--- src/rtl/uplink_keycode_sender_pkg.sv ---
// Shared state type, word width and keycode-to-uplink-word encoding.
package agc_uplink_pkg;
  typedef enum logic [2:0] {
    IDLE  = 3'd0,
    PULSE = 3'd1,
    SPACE = 3'd2,
    HOLD  = 3'd3,
    GAP   = 3'd4
  } upl_state_t;

  localparam int UPL_WORD_W = 16;

  // Triple-redundant uplink word: marker bit, then C, ~C, C.
  function automatic logic [UPL_WORD_W-1:0] upl_encode(input logic [4:0] c);
    return {1'b1, c, ~c, c};
  endfunction
endpackage

--- src/rtl/uplink_keycode_sender_if.sv ---
// Keycode valid/ready handshake between a key source and the uplink sender.
interface uplink_key_if;
  logic [4:0] key_code;
  logic       key_valid;
  logic       key_ready;

  modport master (output key_code, output key_valid, input key_ready);
  modport slave  (input key_code, input key_valid, output key_ready);
endinterface

--- src/rtl/uplink_keycode_sender_bit_timer.sv ---
// Loadable, non-wrapping down-counter; term flags the last counted cycle (count == 1).
module uplink_bit_timer #(
  parameter int W = 9
) (
  input  logic         clk,
  input  logic         rst,
  input  logic         load,
  input  logic [W-1:0] load_val,
  input  logic         en,
  output logic [W-1:0] count,
  output logic         term
);
  always_ff @(posedge clk) begin
    if (rst)
      count <= '0;
    else if (load)
      count <= load_val;
    else if (en && count != '0)
      count <= count - W'(1);
  end

  assign term = (count == W'(1));
endmodule

--- src/rtl/uplink_keycode_sender.sv ---
// Serializes DSKY keycodes into one-hot UPL1/UPL0 bit pulses, MSB first, deferring bit starts while BLKUPL is high.
// Optional UPLINK_ERRINJ_EN adds err_inj/err_inj_bit to flip one word bit at accept.
module uplink_keycode_sender
  import agc_uplink_pkg::*;
#(
  parameter int BIT_CLKS   = 160,
  parameter int PULSE_CLKS = 4,
  parameter int GAP_CLKS   = 320
) (
  input  logic       CLOCK,
  input  logic       rst,
  uplink_key_if.slave key,
  input  logic       BLKUPL,
`ifdef UPLINK_ERRINJ_EN
  input  logic       err_inj,
  input  logic [3:0] err_inj_bit,
`endif
  output logic       UPL0,
  output logic       UPL1,
  output logic       busy,
  output logic       word_done
);
  localparam int CNT_MAX = (BIT_CLKS > GAP_CLKS) ? BIT_CLKS : GAP_CLKS;
  localparam int CW      = $clog2(CNT_MAX + 1);
  localparam logic [CW-1:0] PULSE_LD = CW'(PULSE_CLKS);
  localparam logic [CW-1:0] SPACE_LD = CW'(BIT_CLKS - PULSE_CLKS);
  localparam logic [CW-1:0] GAP_LD   = CW'((GAP_CLKS > 0) ? GAP_CLKS : 1);

  upl_state_t            state, state_nxt;
  logic [3:0]            idx;
  logic [UPL_WORD_W-1:0] word, enc_word;
  logic                  accept;
  logic                  t_load, t_en, t_term;
  logic [CW-1:0]         t_ld_val, t_count;

`ifdef UPLINK_ERRINJ_EN
  assign enc_word = upl_encode(key.key_code) ^
                    (err_inj ? (UPL_WORD_W'(1) << err_inj_bit) : '0);
`else
  assign enc_word = upl_encode(key.key_code);
`endif

  assign accept = key.key_valid & key.key_ready;
  assign busy   = (state != IDLE);

  uplink_bit_timer #(.W(CW)) u_timer (
    .clk      (CLOCK),
    .rst      (rst),
    .load     (t_load),
    .load_val (t_ld_val),
    .en       (t_en),
    .count    (t_count),
    .term     (t_term)
  );

  // BLKUPL only matters at bit starts; a running pulse/space always completes.
  always_comb begin
    state_nxt = state;
    t_load    = 1'b0;
    t_ld_val  = PULSE_LD;
    t_en      = 1'b0;
    case (state)
      IDLE: begin
        if (accept) begin
          if (BLKUPL) begin
            state_nxt = HOLD;
          end else begin
            state_nxt = PULSE;
            t_load    = 1'b1;
          end
        end
      end
      PULSE: begin
        t_en = 1'b1;
        if (t_term) begin
          state_nxt = SPACE;
          t_load    = 1'b1;
          t_ld_val  = SPACE_LD;
        end
      end
      SPACE: begin
        t_en = 1'b1;
        if (t_term) begin
          if (idx == 4'd0) begin
            state_nxt = GAP;
            t_load    = 1'b1;
            t_ld_val  = GAP_LD;
          end else if (BLKUPL) begin
            state_nxt = HOLD;
          end else begin
            state_nxt = PULSE;
            t_load    = 1'b1;
          end
        end
      end
      HOLD: begin
        if (!BLKUPL) begin
          state_nxt = PULSE;
          t_load    = 1'b1;
        end
      end
      GAP: begin
        t_en = 1'b1;
        if (t_term) state_nxt = IDLE;
      end
      default: state_nxt = IDLE;
    endcase
  end

  always_ff @(posedge CLOCK) begin
    if (rst) begin
      state         <= IDLE;
      idx           <= '0;
      word          <= '0;
      key.key_ready <= 1'b1;
      UPL0          <= 1'b0;
      UPL1          <= 1'b0;
      word_done     <= 1'b0;
    end else begin
      state         <= state_nxt;
      key.key_ready <= (state == IDLE) && !accept;
      if (accept) begin
        word <= enc_word;
        idx  <= 4'd15;
      end else if (state == SPACE && t_term && idx != 4'd0) begin
        idx <= idx - 4'd1;
      end
      UPL1      <= (state == PULSE) && word[idx];
      UPL0      <= (state == PULSE) && !word[idx];
      // Counter still holds its load value only on the first GAP cycle.
      word_done <= (state == GAP) && (t_count == GAP_LD);
    end
  end
endmodule

--- src/flat_wrapper.sv ---
// flat-port wrapper written by rule: the top's interface ports become plain ports
module uplink_keycode_sender_flat import agc_uplink_pkg::*;
#(
  parameter int BIT_CLKS   = 160,
  parameter int PULSE_CLKS = 4,
  parameter int GAP_CLKS   = 320
)
  (CLOCK, rst, BLKUPL, UPL0, UPL1, busy, word_done, key_key_code, key_key_valid, key_key_ready);
  uplink_key_if key_i ();
  input  logic CLOCK;
  input  logic rst;
  input  logic BLKUPL;
  output logic UPL0;
  output logic UPL1;
  output logic busy;
  output logic word_done;
  input wire logic [$bits(key_i.key_code)-1:0] key_key_code;
  input wire logic [$bits(key_i.key_valid)-1:0] key_key_valid;
  output wire logic [$bits(key_i.key_ready)-1:0] key_key_ready;
  assign key_i.key_code = key_key_code;
  assign key_i.key_valid = key_key_valid;
  assign key_key_ready = key_i.key_ready;
  uplink_keycode_sender #(.BIT_CLKS(BIT_CLKS), .PULSE_CLKS(PULSE_CLKS), .GAP_CLKS(GAP_CLKS)) u_core (.CLOCK(CLOCK), .rst(rst), .key(key_i), .BLKUPL(BLKUPL), .UPL0(UPL0), .UPL1(UPL1), .busy(busy), .word_done(word_done));
endmodule
--- config.mk ---
export PLATFORM = sky130hd
export DESIGN_NAME = uplink_keycode_sender_flat
export DESIGN_NICKNAME = d
export VERILOG_FILES = /design/src/rtl/uplink_keycode_sender_pkg.sv /design/src/rtl/uplink_keycode_sender_if.sv /design/src/rtl/uplink_keycode_sender_bit_timer.sv /design/src/rtl/uplink_keycode_sender.sv /design/src/flat_wrapper.sv
export SDC_FILE = /design/constraint.sdc
export NUM_CORES = 1
export LEC_CHECK = 0
export ABC_AREA = 0
export CORE_MARGIN = 1
export CORE_UTILIZATION = 40
export CTS_CLUSTER_SIZE = 25
export DETAILED_ROUTE_END_ITERATION = 7
export HOLD_SLACK_MARGIN = 0.08
export PLACE_DENSITY = 0.7
export SLEW_MARGIN = 20
export SYNTH_ARGS = -nofsm -noshare
export SYNTH_HDL_FRONTEND = slang
export SYNTH_SLANG_ARGS = --single-unit
export TNS_END_PERCENT = 20
--- constraint.sdc ---
create_clock -name CLOCK -period 3.8 [get_ports CLOCK]
set_input_delay 0.95 -clock CLOCK [delete_from_list [all_inputs] [get_ports CLOCK]]
set_output_delay 0.95 -clock CLOCK [all_outputs]
set_load 0.005 [all_outputs]
### Word-level counts from Yosys, hierarchy flattened

Cells that the tools add are included.

| operators by class | value |
|---|---|
| $add $sub $neg | 2 |
| $lt $le $gt $ge | 1 |
| equal/unequal tests | 11 |
| multiplexer cells | 25 |
| bitwise operators | 2 |
| reductions and logical operators | 18 |

Operator list:

| operator | count |
|---|---|
| 9-bit 2-to-1 mux | 4 |
| 3-bit 2-to-1 mux | 6 |
| 9-bit case mux with 2 select lines | 1 |
| 3-bit case mux with 5 select lines | 1 |
| 9-bit by 1-bit == test with 1-bit output (second input constant) | 1 |
| 9-bit == test (second input constant) | 1 |
| 9-bit nonzero test | 1 |
| 9-bit by 1-bit subtractor with 9-bit output (second input constant) | 1 |
| 4-bit 2-to-1 mux | 2 |
| 8-bit 2-to-1 mux | 1 |
| 2-bit by 1-bit != test with 1-bit output (second input constant) | 4 |
| 1-bit logical AND | 7 |
| 1-bit 2-to-1 mux | 7 |
| 3-bit by 2-bit == test with 1-bit output (second input constant) | 2 |
| 4-bit by 5-bit < comparator with 1-bit output (second input constant) | 1 |
| 5-bit inverter | 1 |
| 5-bit AND reduction | 1 |
| 1-bit binary-select mux with 4-bit select | 1 |
| 4-bit logical NOT | 1 |
| 1-bit case mux with 4 select lines | 1 |
| 2-bit nonzero test | 2 |
| 4-bit nonzero test | 1 |
| 4-bit by 1-bit subtractor with 4-bit output (second input constant) | 1 |
| 3-bit by 1-bit == test with 1-bit output (second input constant) | 1 |
| 8 further kinds | 9 |

| word-level totals | value |
|---|---|
| register bits | 36 |
| input port bits | 9 |
| output and inout port bits | 5 |
| logic and storage cells | 67 |

### Longest topological paths before layout

Gate-level depths: netlist of run 1.

| depth | value |
|---|---|
| depth in word-level cells | 6 |
| gate-level depth with buffers | 9 |
| gate-level depth less buffers | 7 |

### By module

From an unflattened synthesis of run 1, not the netlist that was laid out.

| second synthesis, totals | value |
|---|---|
| cells, all modules | 208 |
| area total of the unflattened synthesis | 1747.9 µm² |

By module, submodules not included:

| module | instances | cells each | area each (µm²) |
|---|---|---|---|
| uplink_keycode_sender | 1 | 143 | 1171.1 |
| uplink_bit_timer | 1 | 65 | 576.8 |

### Worst setup path after synthesis of run 1

No wires, ideal clock.

| timing | value |
|---|---|
| path type | register to register |
| start | register u_core.idx[0] |
| end | register u_core.u_timer.count[6] |
| library setup time | 0.116 ns |
| data arrival time | 2.006 ns |
| required time | 3.684 ns |
| path slack | 1.677 ns |
| stages on the path, launching flop included | 9 |
| period minus slack after synthesis | 2.123 ns |
| path through | dfxtp_1 clkbuf_1 inv_1 ha_1 nor3b_2 nor3b_1 o31ai_4 or3_2 o211a_1 |

| between the ends | value |
|---|---|
| word-level cells in the longest chain between the ends | 5 |

Ends and longest elaborated chain:

| element | RTL line | RTL |
|---|---|---|
| from (decl) | uplink_keycode_sender.sv:30 | `logic [3:0] idx;` |
| from (signal assigned) | uplink_keycode_sender.sv:126 | `idx <= idx - 4'd1;` |
| 4-bit logical NOT (*) | uplink_keycode_sender.sv:84 | `if (idx == 4'd0) begin` |
| 1-bit 2-to-1 mux / 9-bit 2-to-1 mux (equally long branches) | uplink_keycode_sender.sv:84 |  |
| 1-bit 2-to-1 mux / 9-bit 2-to-1 mux (equally long branches) | uplink_keycode_sender.sv:83 | `if (t_term) begin` |
| 1-bit case mux with 4 select lines / 9-bit case mux with 2 select lines (equally long branches) | uplink_keycode_sender.sv:62 | `case (state)` |
| 9-bit 2-to-1 mux / 2-bit nonzero test (equally long branches) | - |  |
| to (signal assigned) | uplink_keycode_sender_bit_timer.sv:17 | `count <= load_val;` |
| to (signal assigned) | uplink_keycode_sender_bit_timer.sv:19 | `count <= count - W'(1);` |
| to (decl) | uplink_keycode_sender_bit_timer.sv:10 | `output logic [W-1:0] count,` |

Every way passes the cells marked *; elsewhere a longest branch is shown, timed or not.
A chain may end at the register's enable or synchronous reset.

### Worst setup path in the final report of run 1

| timing | value |
|---|---|
| start | register u_core.state[0] |
| end | output busy |

| between the ends | value |
|---|---|
| word-level cells in the longest chain between the ends | 1 |

Ends and longest elaborated chain:

| element | RTL line | RTL |
|---|---|---|
| from (decl) | uplink_keycode_sender.sv:29 | `upl_state_t state, state_nxt;` |
| from (signal assigned) | uplink_keycode_sender.sv:120 | `state <= state_nxt;` |
| 3-bit nonzero test | uplink_keycode_sender.sv:44 | `assign busy = (state != IDLE);` |
| to (decl) | flat_wrapper.sv:15 | `output logic busy;` |

No other way between the ends.

==> results of run 1 <==
-- per-stage QoR --
step | hold WS (ns) | instance area [um2] | power (mW) | std cells
after floorplan | 0.435 | 1720 | 0.988 | 192
after global placement | 0.458 | 1860 | 1.09 | 245
after detailed placement | 0.463 | 1860 | 1.09 | 245
after CTS | 0.472 | 1940 | 1.33 | 251
after global routing | 0.486 | 1940 | 1.44 | 251
final | 0.470 | 1940 | 1.33 | 251
-- worst max path at each step --
stage / depth (start not counted) / start / end / slack, ns
finish: 2 / u_core.state[0] / busy / 1.25
global route: 6 / key_key_valid / u_core.state[0] / 1.00
CTS: 2 / u_core.state[0] / busy / 1.24
detailed placement: 6 / key_key_valid / u_core.state[1] / 1.00
global placement: 6 / key_key_valid / u_core.state[1] / 1.02
floorplan: 8 / u_core.idx[0] / u_core.u_timer.count[6] / 1.68
-- state kept, by name, indices dropped and copies added (netlist names) --
name,flops
u_core.word,11
u_core.UPL0,1
u_core.key.key_ready,1
u_core.UPL1,1
u_core.u_timer.count,9
u_core.word_done,1
u_core.idx,4
u_core.state,3
-- cell usage after synthesis, drive strengths merged, types with 4 or more instances --
library cell	number
nand2	21
clkbuf	8
ha	4
o21ai	10
nor3b	6
mux4	4
nor3	10
a21oi	16
dfxtp	31
nor2	17
inv	8
nand3	4
-- cell families (layout without fill, tap and decap cells) --
logic type / count (synthesis) / after routing
AOI/OAI and AO/OA: 47 / 47
xor gates and xnor gates: 6 / 6
adders and majority gates: 4 / 4
buffers and inverters: 19 / 28
DFF: 31 / 31
muxes: 6 / 6
and+or+nand+nor: 79 / 79
-- cell type report --
cell class                 instances  area, um2  share of cell area (%)
sequential                        31        621                    32.0
timing repair buffer              14        138                    7.11
tap                               50       62.6                    3.23
inverter                           8       30.0                    1.55
multi-input combinational        142       1010                    52.3
clock buffer                       6       72.6                    3.75
-- routing by layer --
metal,vias to the layer above,global-route usage [%],wire length (um)
li1,718,-,-
met1,660,26.9,1830
met2,34,24.4,1440
met3,7,5.07,169
met4,0,8.78,78
met5,-,0,0
-- worst max-delay path: cells and delay by family, from the launching register on --
family	cells	cell delay, ns
buf+inv	1	0.46
flops	1	0.43
simple gates	1	0.43
-- power by group --
part	internal [mW]	total (mW)	switching (mW)
Combinational	0.286	0.606	0.320
Clock	0.122	0.234	0.112
Sequential	0.390	0.487	0.0977
Total	0.797	1.33	0.530
==> results.md, run 1 <==
* Data arrival time of the critical path at 1.60 ns
* Warnings, synthesis at 0
* Final clock period utilization by the worst path at approximately 67%
* TritonCTS clock tree: done
* Core Box Area at 0.00406 mm2
* Wire length reported by the detailed router at 3520 um
* Count of inserted antenna diode cells at 0
* Maximum level of the CTS H-tree at 2
* CTS Buffer Depth at 2
* Areal power density over the cells at 685 mW/mm2
* Max Cap Viol at 0
* Total routing usage reported by global routing at between 10% and 20%
* Die outline area at 0.00457 mm2
* Crit-path slowest cell: sky130_fd_sc_hd__clkdlybuf4s50_1
* Number of flops mapped to enable cells by yosys at 0
* Gpl congestion at 0.841
* Terminating pin of the worst hold path: u_core.word[11]
* Summed instance area of the synthesized netlist at 0.00172 mm2
* Detailed-router iteration count before antenna repair at 4
* Number of setup buffers added after CTS at 0
* Setup total negative slack at 0 ns
* Result of the run: complete, no violations
* Total number of clock tree sinks at 31
* Core Util, Final at ~48%
* Leading cell type in the layout, fill and taps excluded: sky130_fd_sc_hd__dfxtp_1
* Hold Path Origin: u_core.word[11]
* Min setup slack post-route at 1.25 ns
* Sequential-to-total area share from yosys stat at 36.0%
* Cell type contributing the most total cell area after synthesis: sky130_fd_sc_hd__dfxtp_1
* Leading post-synthesis cells by cell area: sky130_fd_sc_hd__dfxtp_1 (36%), sky130_fd_sc_hd__mux4_2 (5.2%), sky130_fd_sc_hd__a21oi_1 (4.7%)
* Gate count after technology mapping at 192
* Clock latency reported for the late side of the worst-skew pair at 0.29 ns
* Proportion of register bits with asynchronous set or reset after synthesis at 0%
* Reg-to-reg critical path endpoint: u_core.u_timer.count[3]
* Port Buf Inserts at 13
* Top-area cell type share of the netlist area at 36.0%
* Normalized max-slew margin at 49.0%
* CTS Hold Bufs at 0
* Crit path time final at roughly 2.5 ns
* Post-Route Skew at approximately 0.0084 ns
* Worst supply voltage drop on vdd at between 0.2 and 0.25 mV
* Initial cell density of the core at 42.4%
* Post-DP HPWL at 2510 um
* Leakage power summed over all cells at 0.714 nW
* Cell depth of the worst hold path at 2
* Via count of the first global-routing pass at between 1,000 and 1,500
* Simple logic cell fraction of the synthesized area at 27.3%
* Std cell rows at 23
* Endpoint type of the worst setup path: output pin
* Die outline width at slightly below 70 um
* Fill cells at 409
* Vias per std cell at 5.65
* Number of library cell types mapped by synthesis at 52
* Top-Level Pins at 14
* Die H at ~68 um
* Adder and majority cell fraction of the synthesized area at a little under 3%
* Number of hold violations in the final report at 0
* Share of synthesized area spent on multiplexers at approximately 6.4%
* Vias after detailed routing at 1,419
* Maximum number of pins on one net before global-route repair at 21
* Primary flip-flop cell chosen by synthesis mapping: sky130_fd_sc_hd__dfxtp_1
* Area Growth Syn to Fin at 12.5%
* Final setup vio count at 0
* Xor-xnor portion of the synthesized cell area at 3.05%
* Antenna violations before repair at 0
* Crit path cell chain: or3_1 > clkdlybuf4s50_1
* Required time reported for the critical path endpoint at 2.85 ns
* Setup slack of the worst register-to-register path at 1.39 ns
* Residual DRC at 0
* Unrepaired setup endpoints after global routing: no
* Worst setup timing slack at the placement stage at 1.00 ns
* Worst reg-to-reg path cell count at 5
* Compound-gate portion of the synthesized area at around a fifth
* Layout cell share with drive strength beyond 1 at 13.4%
* Grt ovf at 0
* Antenna-violating nets left at 0
* Peak fanout along the critical path at 14
* Worst min-delay path class: flip-flop to flip-flop
* Number of buffers added by the clock tree synthesis step at 5
* Fin. max-slew vios at 0
* Mean Syn Cell Area at 8.97 um2
* Number of design-rule violations left by the first detailed-router iteration at 57
* CP Launch Type: flip-flop
* DR WL/cell at between 10 and 15 um
* Highest clock frequency the design can meet at around 400 MHz
* Layout Nets at 215
* Worst setup path class: flip-flop to output pin
* Seq cells post-synth at 31
* Root buffer selected by CTS: sky130_fd_sc_hd__clkbuf_8
* Critical path's largest stage delay at about 0.46 ns
* First-pass GRT wire length at 6130 um
* Slew at the pin closest to its max-slew limit at 0.763 ns
* Post-synthesis net count at ~210
* Launching point of the worst reg2reg path: u_core.state[0]
* Main combinational cell family by area after synthesis: simple AND/OR/NAND/NOR gates
* Most used cells in the layout excluding fill and tap cells: sky130_fd_sc_hd__dfxtp_1 (31), sky130_fd_sc_hd__nand2_1 (20), sky130_fd_sc_hd__nor2_1 (16), sky130_fd_sc_hd__a21oi_1 (16), sky130_fd_sc_hd__clkdlybuf4s50_1 (13)
* Clock transition at the registers of the reported paths at 0.06 ns
* Post-CTS sizing at 0
(Power assumes the default switching activity.)
==> run 2: changes to the inputs <==
- clock period: 3.8 -> 2.5 ns (I/O delays scaled with it)
==> run 2 against run 1 <==
Net effect: sequential share of layout area down 1.6 points; cell count increased by 4.4%; critical path depth grew 1; die area is the same; sequential cell count unchanged; critical path type unchanged; largest cell class unchanged; largest power group unchanged.
==> results.md, run 2 (same netlist as run 1, synthesis figures left out) <==
* Cell depth of the worst hold path at 2 (unchanged)
* Wire length reported by the detailed router at 3670 um (+4.3%)
* Most used cells in the layout excluding fill and tap cells: sky130_fd_sc_hd__dfxtp_1 (31), sky130_fd_sc_hd__nand2_1 (20), sky130_fd_sc_hd__nor2_1 (16), sky130_fd_sc_hd__a21oi_1 (16), sky130_fd_sc_hd__clkdlybuf4s50_1 (13)
* Number of setup buffers added after CTS at 0 (unchanged)
* Top-Level Pins at 14 (unchanged)
* First-pass GRT wire length at 6180 um (+0.78%)
* Normalized max-slew margin at 55.4% (+6.4 points)
* Antenna violations before repair at 0 (unchanged)
* Final clock period utilization by the worst path at 93.4%
* Setup total negative slack at 0 ns (unchanged)
* Detailed-router iteration count before antenna repair at 4 (unchanged)
* Max Cap Viol at 0 (unchanged)
* Cell family with the largest share of critical-path delay: buffers and inverters
* Die H at 67.6 um (unchanged)
* Sequential group share of total power at 33.1% (-3.6 points)
* Maximum level of the CTS H-tree at 2 (unchanged)
* Count of inserted antenna diode cells at 0 (unchanged)
* Layout Nets at 224 (+4.2%)
* Highest clock frequency the design can meet at 428 MHz
* Hold Path Origin: u_core.word[11]
* Core Util, Final at 50.2% (+2.4 points)
* Leakage power summed over all cells at 0.773 nW (+8.3%)
* Share of power burned in the clock network at 20.2% (+2.6 points)
* Layout cell share with drive strength beyond 1 at 18.4% (+5.0 points)
* Root buffer selected by CTS: sky130_fd_sc_hd__clkbuf_8
* Endpoint type of the worst setup path: output pin
* Fill cells at 381 (-6.8%)
* TritonCTS clock tree: done
* CP Launch Type: flip-flop
* Leading cell type in the layout, fill and taps excluded: sky130_fd_sc_hd__dfxtp_1
* Clock transition at the registers of the reported paths at 0.06 ns (about the same)
* Critical path's largest stage delay at 0.46 ns (about the same)
* Data arrival time of the critical path at 1.71 ns (+0.11 ns)
* Net switching power at 0.855 mW (+61%)
* Initial cell density of the core at 42.4% (unchanged)
* Gpl congestion at 0.823 (-2.2%)
* Via count of the first global-routing pass at 1,310 (+5.1%)
* Switching power as a share of total power at 39.0% (-0.90 points)
* Largest registers: u_core.word (11), u_core.u_timer.count (9), u_core.idx (4)
* Min setup slack post-route at 0.166 ns (-1.09 ns)
* Worst min-delay path class: flip-flop to flip-flop
* Crit path cell chain: buf_4 > or3_1 > clkdlybuf4s50_1
* Vias per std cell at 5.68 (+0.39%)
* Port Buf Inserts at 13 (unchanged)
* Post-layout instance count excluding filler cells at 262 (+4.4%)
* Die outline width at 67.6 um (unchanged)
* CTS Hold Bufs at 0 (unchanged)
* Slew at the pin closest to its max-slew limit at 0.668 ns (-0.0942 ns)
* Total number of clock tree sinks at 31 (unchanged)
* Std cell rows at 23 (unchanged)
* Fin. max-slew vios at 0 (unchanged)
* Final setup vio count at 0 (unchanged)
* Crit path time final at 2.33 ns
* Core Box Area at 0.00406 mm2 (unchanged)
* Number of design-rule violations left by the first detailed-router iteration at 111 (+95%)
* Antenna-violating nets left at 0 (unchanged)
* DR WL/cell at 14.0 um (about the same)
* Post-CTS sizing at 0 (unchanged)
* Setup slack of the worst register-to-register path at 0.28 ns (-1.11 ns)
* Internal Dissipation at 1.34 mW (+67%)
* Register with the highest flop count: u_core.word
* Result of the run: complete, no violations
* Area Growth Syn to Fin at 18.2%
* Largest register FFs at 11 (unchanged)
* Clock latency reported for the late side of the worst-skew pair at 0.29 ns (about the same)
* Instance count after placement with tap cells included at 254 (+3.7%)
* Crit-path slowest cell: sky130_fd_sc_hd__clkdlybuf4s50_1
* Combinational share of power at 46.7% (+1.0 points)
* Worst hold slack at 0.477 ns (+0.00653 ns)
* CTS Buffer Depth at 2 (unchanged)
* Number of buffers added by the clock tree synthesis step at 5 (unchanged)
* Areal power density over the cells at 1080 mW/mm2 (+57%)
* Total routing usage reported by global routing at 18.4% (-0.084 points)
* Worst reg-to-reg path cell count at 7 (+2)
* Worst supply voltage drop on vdd at 0.504 mV (+120%)
* Maximum number of pins on one net before global-route repair at 16 (-24%)
* Register cell area after layout at 621 um2 (unchanged)
* Peak fanout along the critical path at 8 (-6)
* Residual DRC at 0 (unchanged)
* Unrepaired setup endpoints after global routing: no
* Terminating pin of the worst hold path: u_core.word[11]
* Required time reported for the critical path endpoint at 1.88 ns (-0.97 ns)
* Combined buffer and inverter count along the critical path at 2 (+1)
* Post-DP HPWL at 2690 um (+7.3%)
* Number of hold violations in the final report at 0 (unchanged)
* Worst setup path class: flip-flop to output pin
* Multi-input gate area at 0.00101 mm2 (unchanged)
* Die outline area at 0.00457 mm2 (unchanged)
* Grt ovf at 0 (unchanged)
* Worst setup timing slack at the placement stage at 0.0954 ns (-0.909 ns)
* Vias after detailed routing at 1,487 (+4.8%)
* Reg-to-reg critical path endpoint: u_core.u_timer.count[3]
* Post-Route Skew at 0.0115 ns (+0.00311 ns)
* Launching point of the worst reg2reg path: u_core.u_timer.count[1]
[run 2: changes by cell type in the layout (fill, tap and decap cells not counted)]
cell	delta
sky130_fd_sc_hd__buf_4	+9
sky130_fd_sc_hd__clkbuf_1	-1
sky130_fd_sc_hd__clkbuf_8	+2
sky130_fd_sc_hd__clkinvlp_4	+1
[run 2: how the worst max path moves through the flow]
stage                    start                 endpoint  cells after the start
2_1_floorplan    u_core.idx[0]  u_core.u_timer.count[6]                      8
3_3_place_gp            BLKUPL  u_core.u_timer.count[3]                      5
3_5_place_dp            BLKUPL  u_core.u_timer.count[3]                      5
4_1_cts        u_core.state[0]                     busy                      3
5_1_grt        u_core.state[0]                     busy                      3
6_report       u_core.state[0]                     busy                      3
[run 2: power groups by stage]
stage | logic (mW) | clock network [mW] | registers, mW
after floorplan | 0.822 | 0 | 0.679
after global placement | 1.00 | 0 | 0.732
after detailed placement | 1.02 | 0 | 0.733
after CTS | 1.02 | 0.451 | 0.723
after global routing | 1.13 | 0.469 | 0.742
final | 1.02 | 0.441 | 0.726
[run 2: per-layer routing]
layer  share of wire (%)  track usage [%]  routed length, um
met5                   0                0                  0
met4                 2.0             9.31                 75
met3                 4.9             4.56                180
met2                  42             25.6               1560
met1                  51             25.7               1850
[run 2: area by class of cell]
cell class              count  share of cell area (%)
inverters                   8                    1.48
repair buffers             23                    10.1
flip-flops and latches     31                    30.5
multi-input cells         142                    49.8
well taps                  50                    3.07
clock inverters             1                   0.369
clock buffers               7                    4.73
[run 2: through the flow]
| stage | area, um2 | power [mW] |
|---|---|---|
| finish | 2040 | 2.19 |
| global route | 2040 | 2.34 |
| CTS | 2040 | 2.19 |
| detailed placement | 1930 | 1.75 |
| global placement | 1930 | 1.74 |
| floorplan | 1720 | 1.50 |
[run 2: worst min-delay path, delay by kind of cell (launching register included)]
kind,cells,cell delay (ns)
flip-flops,1,0.32
AND/OR/NAND/NOR,1,0.06
AO/OA/AOI/OAI,1,0.05
==> run 3: changes to the inputs <==
- REMOVE_ABC_BUFFERS: default -> 1
- TNS_END_PERCENT: 20 -> 1
==> run 3 against run 2 <==
Net effect: final area down 0.55%; worst setup slack better by 0.014 ns; clock power down 10%; sequential cell count unchanged; die area unchanged; largest cell class unchanged.
==> results.md, run 3 (same netlist as run 1, synthesis figures left out) <==
* Result of the run: complete, no violations
* Worst setup path class: flip-flop to output pin
* Slew at the pin closest to its max-slew limit at 0.668 ns (+0.00000787 ns)
* Die outline width at 67.6 um (unchanged)
* Area Growth Syn to Fin at 17.6%
* Number of design-rule violations left by the first detailed-router iteration at 52 (-53%)
* Routing usage on met1 at 23.7% (-2.0 points)
* Number of buffers added by the clock tree synthesis step at 5 (unchanged)
* Residual DRC at 0 (unchanged)
* Worst reg-to-reg path cell count at 7 (unchanged)
* Worst hold slack at 0.472 ns (-0.00506 ns)
* Required time reported for the critical path endpoint at 1.88 ns (about the same)
* Normalized max-slew margin at 55.4% (about the same)
* Reg-to-reg critical path endpoint: u_core.u_timer.count[3]
* Terminating pin of the worst hold path: u_core.word[14]
* Total routing usage reported by global routing at 16.9% (-1.4 points)
* Vias after detailed routing at 1,447 (-2.7%)
* CTS Hold Bufs at 0 (unchanged)
* Die outline area at 0.00457 mm2 (unchanged)
* Grt ovf at 0 (unchanged)
* Core Util, Final at 49.9% (-0.28 points)
* Design Area, Final at 0.00202 mm2 (-0.55%)
* Leakage power summed over all cells at 0.770 nW (-0.47%)
* Initial cell density of the core at 42.4% (unchanged)
* TritonCTS clock tree: done
* Crit path time final at 2.32 ns (-0.0143 ns)
* Die H at 67.6 um (unchanged)
* Post-layout power at 2.14 mW (-2.5%)
* Leading cell type in the layout, fill and taps excluded: sky130_fd_sc_hd__dfxtp_1
* Post-Route Skew at 0.00584 ns (-0.00567 ns)
* Launching point of the worst reg2reg path: u_core.u_timer.count[1]
* Worst min-delay path class: flip-flop to flip-flop
* Register with the highest flop count: u_core.word
* Antenna violations before repair at 0 (unchanged)
* Routing usage on met2 at 24.0% (-1.6 points)
* Endpoint type of the worst setup path: output pin
* Largest registers: u_core.word (11), u_core.u_timer.count (9), u_core.idx (4)
* Worst supply voltage drop on vdd at 0.322 mV (-36%)
* Total number of clock tree sinks at 31 (unchanged)
* Post-layout instance count excluding filler cells at 260 (-0.76%)
* Setup slack of the worst register-to-register path at 0.28 ns (about the same)
* Max Cap Viol at 0 (unchanged)
* Std cell rows at 23 (unchanged)
* Peak fanout along the critical path at 8 (unchanged)
* Unrepaired setup endpoints after global routing: no
* DR WL/cell at 13.5 um (-3.8%)
* Clock latency reported for the late side of the worst-skew pair at 0.28 ns (about the same)
* Largest register FFs at 11 (unchanged)
* First-pass GRT wire length at 5690 um (-8.0%)
* Layout Nets at 223 (-0.45%)
* Number of setup buffers added after CTS at 0 (unchanged)
* Port Buf Inserts at 13 (unchanged)
* Post-CTS sizing at 0 (unchanged)
* Instance count after placement with tap cells included at 253 (-0.39%)
* Highest clock frequency the design can meet at 431 MHz (+0.62%)
* Maximum number of pins on one net before global-route repair at 30 (+14)
* Cell Area, Placed at 0.00194 mm2 (+0.26%)
* Areal power density over the cells at 1060 mW/mm2 (-2.0%)
* CTS Buffer Depth at 2 (unchanged)
* Clock transition at the registers of the reported paths at 0.06 ns (about the same)
* Number of hold violations in the final report at 0 (unchanged)
* Root buffer selected by CTS: sky130_fd_sc_hd__clkbuf_8
* Fin. max-slew vios at 0 (unchanged)
* CP Launch Type: flip-flop
* Core Box Area at 0.00406 mm2 (unchanged)
* Maximum level of the CTS H-tree at 2 (unchanged)
* Gpl congestion at 0.816 (-0.79%)
* Antenna-violating nets left at 0 (unchanged)
* Final setup vio count at 0 (unchanged)
* Vias per std cell at 5.57 (-1.9%)
* Post-DP HPWL at 2480 um (-7.7%)
* Data arrival time of the critical path at 1.69 ns (-0.02 ns)
* Layout cell share with drive strength beyond 1 at 17.6% (-0.78 points)
* Count of inserted antenna diode cells at 0 (unchanged)
* Global-route met3 utilization at 3.04% (-1.5 points)
* Most used cells in the layout excluding fill and tap cells: sky130_fd_sc_hd__dfxtp_1 (31), sky130_fd_sc_hd__nand2_1 (20), sky130_fd_sc_hd__nor2_1 (16), sky130_fd_sc_hd__a21oi_1 (16), sky130_fd_sc_hd__clkdlybuf4s50_1 (13)
* Hold Path Origin: u_core.word[14]
* Top-Level Pins at 14 (unchanged)
* Layer with the highest usage: met2
* Final clock period utilization by the worst path at 92.8% (-0.57 points)
* Cell depth of the worst hold path at 2 (unchanged)
* Detailed-router iteration count before antenna repair at 4 (unchanged)
* Worst setup timing slack at the placement stage at 0.0775 ns (-0.0179 ns)
* Wire length reported by the detailed router at 3500 um (-4.5%)
* Via count of the first global-routing pass at 1,186 (-9.5%)
* Min setup slack post-route at 0.180 ns (+0.0143 ns)
* Setup total negative slack at 0 ns (unchanged)
[run 3: power breakdown]
| part | internal [mW] | switching, mW |
|---|---|---|
| sequential | 0.592 | 0.128 |
| combinational | 0.495 | 0.524 |
| clock | 0.216 | 0.181 |
| total | 1.30 | 0.833 |
[run 3: worst max-delay path by stage]
stage          depth (start not counted)                      end               startpoint
2_1_floorplan                          7  u_core.u_timer.count[6]            u_core.idx[0]
3_3_place_gp                           5  u_core.u_timer.count[3]                   BLKUPL
3_5_place_dp                           5  u_core.u_timer.count[3]                   BLKUPL
4_1_cts                                3                     busy          u_core.state[0]
5_1_grt                                7  u_core.u_timer.count[3]  u_core.u_timer.count[1]
6_report                               3                     busy          u_core.state[0]
[run 3: area by class of cell]
cell class                      instances  area [um2]
Tap cell                               50        62.6
Sequential cell                        31         621
Clock inverter                          1        5.00
Multi-Input combinational cell        142        1010
Inverter                                8        30.0
Timing Repair Buffer                   22         210
Fill cell                             385        2030
Clock buffer                            6        82.6
[run 3: worst max-delay path: stages (launching register included)]
cell,delay (ns)
sky130_fd_sc_hd__dfxtp_1,0.38
sky130_fd_sc_hd__buf_4,0.18
sky130_fd_sc_hd__or3_1,0.39
sky130_fd_sc_hd__clkdlybuf4s50_1,0.46
[run 3: routing by layer]
metal | vias to the layer above | part of all wire (%) | routed length [um]
li1 | 741 | - | -
met1 | 677 | 51 | 1780
met2 | 24 | 44 | 1560
met3 | 5 | 2.5 | 87
met4 | 0 | 2.1 | 74
met5 | - | 0 | 0
